$ cat config.mk
export PLATFORM = sky130hd
export DESIGN_NAME = bus_arbiter
export DESIGN_NICKNAME = d
export VERILOG_FILES = /design/src/rtl/bus_arbiter_pkg.sv /design/src/rtl/bus_arbiter.sv
export SDC_FILE = /design/constraint.sdc
export NUM_CORES = 1
export LEC_CHECK = 0
export ABC_AREA = 1
export CAP_MARGIN = 10
export CORE_ASPECT_RATIO = 0.9
export CORE_MARGIN = 10
export CORE_UTILIZATION = 42
export CTS_BUF_LIST = sky130_fd_sc_hd__clkbuf_8
export DETAILED_ROUTE_END_ITERATION = 12
export PLACE_DENSITY = 0.81
export SKIP_CTS_REPAIR_TIMING = 1
export SLEW_MARGIN = 20
export SYNTH_ARGS = -nofsm -noshare
export SYNTH_HDL_FRONTEND = slang
export SYNTH_SLANG_ARGS = --single-unit
$ cat constraint.sdc
create_clock -name clk -period 6.9 [get_ports clk]
set_input_delay 2.07 -clock clk [delete_from_list [all_inputs] [get_ports clk]]
set_output_delay 2.07 -clock clk [all_outputs]
set_load 0.01 [all_outputs]
$ cat src/rtl/bus_arbiter_pkg.sv
// Shared definitions for the fetch/data shared-bus arbiter.
// State encoding, default timeout and bus command bundle.
package bus_arbiter_pkg;

    typedef enum logic [1:0] {
        ST_IDLE  = 2'd0,
        ST_IBUSY = 2'd1,
        ST_DBUSY = 2'd2
    } arb_state_t;

    localparam int DEF_TIMEOUT_CYCLES = 255;

    localparam logic [3:0] SEL_ALL = 4'hF;

    typedef struct packed {
        logic        we;
        logic [3:0]  sel;
        logic [31:0] addr;
        logic [31:0] wdata;
    } bus_cmd_t;

    localparam bus_cmd_t CMD_RESET = '0;

    function automatic bus_cmd_t fetch_cmd(
        input logic [31:0] addr
    );
        bus_cmd_t c;
        c.we    = 1'b0;
        c.sel   = SEL_ALL;
        c.addr  = addr;
        c.wdata = 32'h0;
        return c;
    endfunction

    function automatic bus_cmd_t data_cmd(
        input logic        we,
        input logic [3:0]  sel,
        input logic [31:0] addr,
        input logic [31:0] wdata
    );
        bus_cmd_t c;
        c.we    = we;
        c.sel   = sel;
        c.addr  = addr;
        c.wdata = wdata;
        return c;
    endfunction

endpackage

$ cat src/rtl/bus_arbiter.sv
// Fixed-priority (data over fetch) arbiter onto one shared bus.
// Optional bus timeout enabled with the ARB_TIMEOUT_EN macro.
module bus_arbiter
    import bus_arbiter_pkg::*;
#(
    parameter int TIMEOUT_CYCLES = DEF_TIMEOUT_CYCLES
) (
    input  logic        clk,
    input  logic        reset,

    input  logic        if_ce_i,
    input  logic [31:0] if_addr_i,
    output logic [31:0] if_inst_o,
    output logic        if_stallreq_o,

    input  logic        d_ce_i,
    input  logic        d_we_i,
    input  logic [3:0]  d_sel_i,
    input  logic [31:0] d_addr_i,
    input  logic [31:0] d_wdata_i,
    output logic [31:0] d_rdata_o,
    output logic        d_stallreq_o,

    output logic        bus_req_o,
    output logic        bus_we_o,
    output logic [3:0]  bus_sel_o,
    output logic [31:0] bus_addr_o,
    output logic [31:0] bus_wdata_o,
    input  logic [31:0] bus_rdata_i,
    input  logic        bus_ack_i,

    output logic        err_o
);

    localparam int unused_tmo_cfg = TIMEOUT_CYCLES;

    arb_state_t  state, state_n;
    logic        req_q, req_n;
    bus_cmd_t    cmd_q, cmd_n;
    logic [31:0] i_hold, d_hold;

    logic        i_ack, d_ack;
    logic        i_tmo, d_tmo;
    logic        tmo;
    logic        free;
    logic        i_ok, d_ok;

    assign i_ack = (state == ST_IBUSY) & bus_ack_i;
    assign d_ack = (state == ST_DBUSY) & bus_ack_i;

    assign i_tmo = (state == ST_IBUSY) & tmo;
    assign d_tmo = (state == ST_DBUSY) & tmo;

    // A requester finishing this cycle sits out the re-evaluation.
    assign free = (state == ST_IDLE) | i_ack | d_ack;
    assign d_ok = d_ce_i & ~d_ack;
    assign i_ok = if_ce_i & ~i_ack;

`ifdef ARB_TIMEOUT_EN
    localparam int CNT_W = $clog2(TIMEOUT_CYCLES + 1);

    logic [CNT_W-1:0] tmo_cnt;

    assign tmo = (state != ST_IDLE) & ~bus_ack_i
               & (tmo_cnt == CNT_W'(TIMEOUT_CYCLES - 1));

    always_ff @(posedge clk or posedge reset) begin
        if (reset) begin
            tmo_cnt <= '0;
        end else if (free | tmo) begin
            tmo_cnt <= '0;
        end else begin
            tmo_cnt <= tmo_cnt + 1'b1;
        end
    end

    assign err_o = tmo;
`else
    assign tmo   = 1'b0;
    assign err_o = 1'b0;
`endif

    always_comb begin
        state_n = state;
        req_n   = req_q;
        cmd_n   = cmd_q;
        if (tmo) begin
            state_n = ST_IDLE;
            req_n   = 1'b0;
        end else if (free) begin
            if (d_ok) begin
                state_n = ST_DBUSY;
                req_n   = 1'b1;
                cmd_n   = data_cmd(d_we_i, d_sel_i,
                                   d_addr_i, d_wdata_i);
            end else if (i_ok) begin
                state_n = ST_IBUSY;
                req_n   = 1'b1;
                cmd_n   = fetch_cmd(if_addr_i);
            end else begin
                state_n = ST_IDLE;
                req_n   = 1'b0;
            end
        end
    end

    always_ff @(posedge clk or posedge reset) begin
        if (reset) begin
            state <= ST_IDLE;
            req_q <= 1'b0;
            cmd_q <= CMD_RESET;
        end else begin
            state <= state_n;
            req_q <= req_n;
            cmd_q <= cmd_n;
        end
    end

    // Hold registers keep the last completed read for each requester.
    always_ff @(posedge clk or posedge reset) begin
        if (reset) begin
            i_hold <= '0;
            d_hold <= '0;
        end else begin
            if (i_ack) begin
                i_hold <= bus_rdata_i;
            end else if (i_tmo) begin
                i_hold <= '0;
            end
            if (d_ack) begin
                d_hold <= bus_rdata_i;
            end else if (d_tmo) begin
                d_hold <= '0;
            end
        end
    end

    assign if_stallreq_o = if_ce_i & ~(i_ack | i_tmo);
    assign d_stallreq_o  = d_ce_i & ~(d_ack | d_tmo);

    assign if_inst_o = i_ack ? bus_rdata_i :
                       i_tmo ? 32'h0 : i_hold;
    assign d_rdata_o = d_ack ? bus_rdata_i :
                       d_tmo ? 32'h0 : d_hold;

    assign bus_req_o   = req_q;
    assign bus_we_o    = cmd_q.we;
    assign bus_sel_o   = cmd_q.sel;
    assign bus_addr_o  = cmd_q.addr;
    assign bus_wdata_o = cmd_q.wdata;

endmodule

==> results.yml <==
setup_path:
  crit_arrival_ns: 4.20
  crit_slowest_cell: "clkdlybuf4s50_1"
  crit_chain: "clkdlybuf4s50_1 > nand3_4 > buf_4 > o21ai_0 > clkdlybuf4s50_1"
  slowest_delay_ns: 0.61
  critPathKind: "in -> out"
  cp_max_fo: 29
  critPathCaptureType: "output pin"
  crit_family: "buffers and inverters"
  cp-start-kind: "primary input"
  worstPathRequired_ns: 4.83
  cpMostUsedCell: "clkdlybuf4s50_1"
  critPathBufInv: 3
floorplanning:
  coreArea_um2: 13260
  dieWidth_um: 142.2
  num_rows: 40
  die_h_um: 130.0
  die-area_um2: 18490
  start_util: 0.4258
  io_pins: 275
grt:
  grt_pass1_vias: 5349
  antenna_found_initial: 0
  grt_overflow_total: 0
  grt_pass1_wl_um: 29010
  grt_max_degree: 100
  grt_util_all_layers: 0.1984
pwr:
  pwr-share-clk: 0.389
  power.density_nw_per_um2: 170.5
  p_leak_nw: 4.396
  switching_share: 0.2328
  p_int_mw: 1.161
  pwr-share-comb: 0.084
  ir_worst_vdd_mv: 0.1549
  power_switching_mw: 0.3522
  power_frac_seq: 0.527
sta:
  fin_tns_setup_ns: 0
  rsz0062_at_grt: "false"
  setup_viol_count_final: 0
  clock_skew_ns: 0.01387
  fin_ws_ns: 0.6348
  worst_pin_slew_ns: 1.044
  period_needed_ns: 6.265
  hold_viol_final: 0
  final_max_slew_viol_count: 0
  holdWs_ns: 0.4705
  fmax_mhz: 159.6
  relSlewSlack: 0.3026
  period_share: 0.9080
clocking:
  clk_latency_ns: 0.43
  clkTransAtPathRegs_ns: 0.07
  htree_levels: 4
  cts_buffers: 17
  root_buffer: "clkbuf_8"
  clockBufferDepth: 2
  cts_tree: "built"
  cts_sinks: 136
logic_synthesis:
  synth.distinct_cells: 16
  syn-instance-count: 669
  ys_ff_latch: 136
  synth_seq_area_share: 0.6026
  synthSimpleGateAreaFrac: 0.2743
  synth_xor_xnor_area_share: 0
  synthAdderAreaFrac: 0
  synthMuxAreaShare: 0
  synth.cell_area_um2: 5648
  yosysWarningCount: 0
  synth_top_family_by_area: "simple AND/OR/NAND/NOR gates"
  synth-compound-area-share: 0.06092
  synth.avg_cell_area_um2: 8.442
  synth.net_count: 807
detailed_routing:
  drtPass1Iterations: 4
  drt_iter0_drc: 295
  num_vias: 5287
  wire_per_inst_um: 16.83
  drc_errors: 0
  routed_wl_um: 18700
  antenna_left: 0
  via_per_inst: 4.759
placement:
  pre_cts_ws_ns: 0.6075
  dpl.hpwl_um: 14000
  globalplace.congestion: 0.8208
  portBuffers: 273
job:
  drv_cap: 0
status:
  status: "finished clean"
final_layout:
  filler_cell_count: 1067
  final_nets: 1066
  syn2layout_area_growth_pct: 57.07
  drive_above_1_share: 0.04888
worst_hold_path:
  hp-class: "reg -> reg"
==> tightest hold or removal path, delay by kind of cell (launching register included) <==
family | cells | cell delay (ns)
and+or+nand+nor | 2 | 0.10
DFF | 1 | 0.34
==> worst paths after layout <==
path	start	end	slack [ns]	cells after the start
worst max-delay path	bus_ack_i	d_rdata_o[20]	0.63	5
worst max register to register	state[0]	bus_wdata_o[8]	4.45	10
worst min-delay path	bus_wdata_o[0]	bus_wdata_o[0]	0.47	2
max in group asynchronous	reset	bus_addr_o[21]	3.66	3
min in group asynchronous	reset	d_hold[10]	2.21	2
worst min register to register	bus_wdata_o[0]	bus_wdata_o[0]	0.47	2
==> through the flow <==
stage / instances / total power [mW] / utilization / area (µm²)
after global placement: 1077 / 0.9402 / 0.6412 / 8504
after global routing: 1109 / 1.583 / 0.6685 / 8866
after floorplan: 669 / 0.8509 / - / 5648
after CTS: 1109 / 1.533 / 0.6685 / 8866
after detailed placement: 1077 / 0.9414 / 0.6412 / 8504
final: 1111 / 1.513 / 0.6689 / 8871
==> layout by cell type (no fill, tap or decap) <==
master	count
clkinv_2	4
inv_2	1
clkinv_4	2
nand3b_1	4
clkinvlp_4	3
buf_4	7
clkdlybuf4s50_1	273
buf_12	2
o22ai_1	1
diode_2	2
nand3_4	1
nand3_1	70
clkbuf_8	21
nand2_1	307
nand3_2	1
inv_6	2
nand2_2	1
dfrtp_1	136
inv_1	38
conb_1	1
o211ai_2	1
o21ai_0	65
==> kinds of logic (layout without fill, tap and decap cells) <==
logic type	Yosys count	count (layout)
compound gates	67	67
other cells	1	3
simple gates	384	384
buf+inv	81	353
flops	136	136
==> layer usage <==
metal	wire length, µm	part of all wire	vias up	global-route usage
met5	0	0	-	0
met4	502	0.027	0	0.08769
met3	1795	0.096	31	0.07410
met2	9252	0.49	194	0.3257
met1	7145	0.38	2442	0.2275
li1	-	-	2620	-
==> synth_stat cells <==
| cell | n | area, µm² |
|---|---|---|
| o21ai_0 | 65 | 325.3 |
| buf_6 | 2 | 22.52 |
| dfrtp_1 | 136 | 3403 |
| o211ai_2 | 1 | 12.51 |
| o22ai_1 | 1 | 6.260 |
| buf_1 | 4 | 15.01 |
| buf_4 | 2 | 15.01 |
| buf_2 | 17 | 85.08 |
| nand2_2 | 1 | 6.260 |
| nand3_1 | 72 | 360.4 |
| nand2_1 | 307 | 1152 |
| inv_2 | 1 | 3.750 |
| conb_1 | 1 | 3.750 |
| nand3b_1 | 4 | 30.03 |
| inv_1 | 38 | 142.6 |
| clkbuf_1 | 17 | 63.81 |
==> power by group through the flow <==
stage	Combinational [mW]	Sequential [mW]	Clock (mW)
global placement	0.128	0.812	0
CTS	0.130	0.796	0.606
floorplan	0.0386	0.812	0
detailed placement	0.129	0.812	0
global route	0.142	0.796	0.645
finish	0.127	0.797	0.589
==> registers in the layout (all words and copies together) (netlist names) <==
signal       cells
d_hold          32
state            2
i_hold          32
bus_sel_o        4
bus_req_o        1
bus_wdata_o     32
bus_we_o         1
bus_addr_o      32
==> cell type report <==
class	instances	area, µm²	area share
Antenna cell	2	5.005	0.0005642
Clock buffer	21	289.0	0.03258
Clock inverter	11	72.57	0.008181
Inverter	39	151.4	0.01707
Multi-Input combinational cell	452	1914	0.2158
Sequential cell	136	3403	0.3836
Tap cell	168	210.2	0.02370
Timing Repair Buffer	282	2825	0.3185
(Power assumes the default switching activity.)
